### src/rtl/cmp_share_arb.sv
// cmp_share_arb: round-robin arbiter sharing one magnitude comparator; define CMP_SHARE_ARB_SIGNED_EN for signed compare
module cmp_share_arb #(
  parameter  int N   = 4,
  parameter  int R   = 4,
  localparam int IDW = $clog2(R)
) (
  input  logic           clk,
  input  logic           rst_n,
  input  logic [R-1:0]   req_vld,
  input  logic [R*N-1:0] req_a,
  input  logic [R*N-1:0] req_b,
  output logic [R-1:0]   req_rdy,
  output logic           rsp_vld,
  output logic [IDW-1:0] rsp_id,
  output logic           rsp_gt,
  output logic           rsp_lt,
  output logic           rsp_et,
  input  logic           rsp_rdy
);
  logic [IDW-1:0] ptr_q, ptr_d, win;
  logic           hit, open, xfer;
  logic [N-1:0]   a, b;
  logic           gt_d, lt_d;
  // round-robin search from ptr upward; smallest offset wins
  always_comb begin
    int j;
    j   = 0;
    win = '0;
    hit = 1'b0;
    for (int k = R - 1; k >= 0; k--) begin
      j = int'(ptr_q) + k;
      j = (j >= R) ? j - R : j;
      if (req_vld[j]) begin
        win = IDW'(j);
        hit = 1'b1;
      end
    end
  end
  assign open    = !rsp_vld || rsp_rdy;
  assign req_rdy = (rst_n && open && hit) ? (R'(1) << win) : '0;
  assign xfer    = |req_rdy;
  assign a       = req_a[win*N +: N];
  assign b       = req_b[win*N +: N];
  assign ptr_d   = (win == IDW'(R - 1)) ? '0 : win + 1'b1;
`ifdef CMP_SHARE_ARB_SIGNED_EN
  assign gt_d = $signed(a) > $signed(b);
  assign lt_d = $signed(a) < $signed(b);
`else
  assign gt_d = a > b;
  assign lt_d = a < b;
`endif
  // result slot: load on transfer, empty on drain, hold under backpressure
  always_ff @(posedge clk) begin
    if (!rst_n) begin
      ptr_q   <= '0;
      rsp_vld <= 1'b0;
      rsp_id  <= '0;
      rsp_gt  <= 1'b0;
      rsp_lt  <= 1'b0;
      rsp_et  <= 1'b0;
    end else if (xfer) begin
      ptr_q   <= ptr_d;
      rsp_vld <= 1'b1;
      rsp_id  <= win;
      rsp_gt  <= gt_d;
      rsp_lt  <= lt_d;
      rsp_et  <= a == b;
    end else if (rsp_rdy) begin
      rsp_vld <= 1'b0;
    end
  end
endmodule

### config.mk
export PLATFORM = sky130hd
export DESIGN_NAME = cmp_share_arb
export DESIGN_NICKNAME = d
export VERILOG_FILES = /design/src/rtl/cmp_share_arb.sv
export SDC_FILE = /design/constraint.sdc
export NUM_CORES = 1
export LEC_CHECK = 0
export CORE_ASPECT_RATIO = 0.6
export CORE_MARGIN = 2
export CORE_UTILIZATION = 38
export DETAILED_ROUTE_END_ITERATION = 12
export GPL_TIMING_DRIVEN = 0
export PLACE_DENSITY = 0.83
export SYNTH_ARGS = -nofsm -noshare
export SYNTH_HDL_FRONTEND = slang
export SYNTH_SLANG_ARGS = --single-unit
### constraint.sdc
create_clock -name clk -period 2.9 [get_ports clk]
set_clock_uncertainty 0.1 [all_clocks]
set_input_delay 0.58 -clock clk [delete_from_list [all_inputs] [get_ports clk]]
set_output_delay 0.58 -clock clk [all_outputs]
set_load 0.02 [all_outputs]
==> results of run 1 <==
-- stage by stage --
stage | power [mW] | setup TNS (ns)
floorplan | 0.3786 | 0
global placement | 0.4967 | -6.228
detailed placement | 0.5129 | -7.135
CTS | 0.6586 | 0
global route | 0.7049 | 0
finish | 0.6642 | 0
-- synth_stat cells --
cell type	instances
a21oi_1	10
a21oi_2	1
a311oi_2	1
and2_1	3
and2_2	2
buf_12	2
buf_6	2
dfxtp_1	8
ha_1	8
inv_1	7
mux2_2	2
mux2_4	2
mux2i_1	22
nand2_1	9
nand2b_1	1
nand3_1	1
nand4_1	1
nor2_1	1
nor2b_1	1
nor3_2	1
nor4_1	1
o21a_1	1
o21ai_0	2
o21ai_2	1
o2bb2a_4	1
o41a_2	1
o41ai_1	1
or2_1	1
-- sequential cells by signal, summed over array words and instances (netlist names) --
register,cells
rsp_id,2
ptr_q,2
rsp_gt,1
rsp_et,1
rsp_lt,1
rsp_vld,1
-- final cells by class --
class / count / area (µm²) / area share
Buffer: 4 / 62.56 / 0.04314
Clock buffer: 3 / 41.29 / 0.02847
Inverter: 7 / 26.28 / 0.01812
Multi-Input combinational cell: 75 / 648.1 / 0.4469
Sequential cell: 8 / 160.2 / 0.1104
Tap cell: 30 / 37.54 / 0.02588
Timing Repair Buffer: 51 / 474.2 / 0.3270
-- worst max-delay path: stages --
cell	delay (ns)
dlygate4sd2_1	0.28
a21oi_2	0.14
o21ai_2	0.07
o2bb2a_4	0.20
buf_12	0.14
buf_12	0.14
inv_1	0.07
ha_2	0.19
and2_2	0.17
buf_2	0.16
-- how the worst max path moves through the flow --
stage	startpoint	slack, ns	to
5_1_grt	req_vld[1]	0.01	req_rdy[0]
3_3_place_gp	req_vld[0]	-0.64	req_rdy[2]
2_1_floorplan	req_vld[2]	0.24	rsp_et
3_5_place_dp	req_vld[0]	-0.70	req_rdy[0]
4_1_cts	req_vld[0]	0.02	req_rdy[1]
6_report	req_vld[1]	0.07	req_rdy[1]
-- power breakdown --
group | internal (mW) | switching [mW]
clock | 0.0899 | 0.0440
combinational | 0.211 | 0.180
sequential | 0.127 | 0.0120
-- layer usage --
metal	global-route usage	routed length (µm)	up-vias
li1	-	-	446
met1	0.2609	1247	418
met2	0.4125	1219	29
met3	0.06183	172	2
met4	0.01531	7	0
met5	0	0	-
-- cells by family after synthesis --
| group | count (synthesis) | synth area share |
|---|---|---|
| AO/OA/AOI/OAI | 19 | 0.1605 |
| adder cells (fa/ha/maj) | 8 | 0.1136 |
| buffers and inverters | 11 | 0.1009 |
| flip-flops | 8 | 0.1818 |
| multiplexers | 26 | 0.3097 |
| AND/OR/NAND/NOR | 22 | 0.1335 |
-- repair_timing --
item                                    in CTS  in global routing
endpoints found under the setup margin      12                  3
resized for setup                           24                  3
pin swaps                                    1                  1
setup buffers                                3                  0
==> results.json, run 1 <==
{
  "ir_worst_vdd_uv": 292.9,
  "whs_path_depth": 2,
  "yosysTopAreaCell": "mux2i_1",
  "setup-violations-final": 0,
  "ys_seq_elements": 8,
  "fill_cells": 203,
  "rr_endpoint": "rsp_lt",
  "crit_arrival_ns": 2.15,
  "grt_max_degree": 12,
  "port_buffers": 48,
  "final_area_mm2": 0.001450,
  "dr_total_vias": 895,
  "relSlewSlack": 0.6109,
  "die_x_um": 66.16,
  "whs_ns": 0.3561,
  "area_growth_pct": 64.63,
  "dp.cells": 172,
  "firstDrtPassIters": 4,
  "die_area_mm2": 0.002732,
  "start_util": 0.4041,
  "synth.distinct_cells": 28,
  "wl_per_cell_um": 14.87,
  "startpoint_type": "input port",
  "rsz0062_at_grt": "false",
  "setup_ws_ns": 0.07181,
  "grt_pass1_vias": 871,
  "syn_area_per_cell_um2": 9.371,
  "viasPerCell": 5.028,
  "row_count": 13,
  "grt_first_pass_wirelength_mm": 4.160,
  "cts_hold_buf": 0,
  "mostFrequentLayoutCells": "clkdlybuf4s50_1 (40), mux2i_1 (22), a21oi_1 (10)",
  "dp_hpwl_mm": 2.166,
  "yosysSeqAreaShare": 0.1818,
  "fin_util": 0.6653,
  "clk_pin_slew_ns": 0.04,
  "maxCapViolations": 0,
  "period_minus_slack_ns": 2.828,
  "crit_path_end_kind": "output pin",
  "gr-total-overflow": 0,
  "hp-start": "rsp_id[1]",
  "required_ns": 2.22,
  "hold_viol": 0,
  "cts_buffers": 3,
  "diodes": 0,
  "tightest_slew_ns": 0.5774,
  "synth.area.top_cells": "mux2i_1 (25%), dfxtp_1 (18%), ha_1 (11%), a21oi_1 (5.7%), buf_12 (4.5%)",
  "die_y_um": 41.30,
  "slew_viol_final": 0,
  "syn_inst": 94,
  "clock_path_buffers": 2,
  "antenna_found_initial": 0,
  "clock_latency_ns": 0.23,
  "drtAntennaViolNets": 0,
  "holdPathEnd": "rsp_id[1]",
  "synth_fp_nets": 141,
  "coreArea_mm2": 0.002180,
  "layout-drive-gt1-share": 0.2095,
  "synth_top_area_share": 0.2500,
  "place_area_mm2": 0.001399,
  "finalNetCount": 197,
  "pre_cts_ws_ns": -0.7017,
  "drc_errors": 0,
  "cts_tree": "yes",
  "final_cells": 178,
  "p_per_area_mw_per_mm2": 458.0,
  "clock-root-buffer": "clkbuf_8",
  "hp-class": "register to register",
  "p_leak_nw": 0.6016,
  "reg2reg_depth": 11,
  "cts_htree_levels": 1,
  "gp_congestion": 0.7535,
  "fmax_mhz": 353.6,
  "outcome": "complete, no violations",
  "finalCritPeriodShare": 0.9752,
  "io_pins": 49,
  "critical_path_class": "input port to output pin",
  "track_usage": 0.2156,
  "ys_warn_count": 0,
  "r2r-start": "ptr_q[1]",
  "drt_wl_total_mm": 2.646,
  "drtIter0Drc": 22,
  "final_common_cell": "clkdlybuf4s50_1",
  "cts.sinks": 8,
  "reg2reg_slack_ns": 0.25,
  "netlist_area_um2": 880.8,
  "critPathMaxFanout": 11
}
Power figures use the tool's default switching activity.
==> run 2, diff against run 1 <==
--- a/config.mk
+++ b/config.mk
@@ -8,6 +8,7 @@
 export CORE_ASPECT_RATIO = 0.6
 export CORE_MARGIN = 2
 export CORE_UTILIZATION = 38
+export CTS_CLUSTER_DIAMETER = 80
 export DETAILED_ROUTE_END_ITERATION = 12
 export GPL_TIMING_DRIVEN = 0
 export PLACE_DENSITY = 0.83
==> results of run 2 <==
No change in the layout: final DEF, timing and power equal those of run 1.
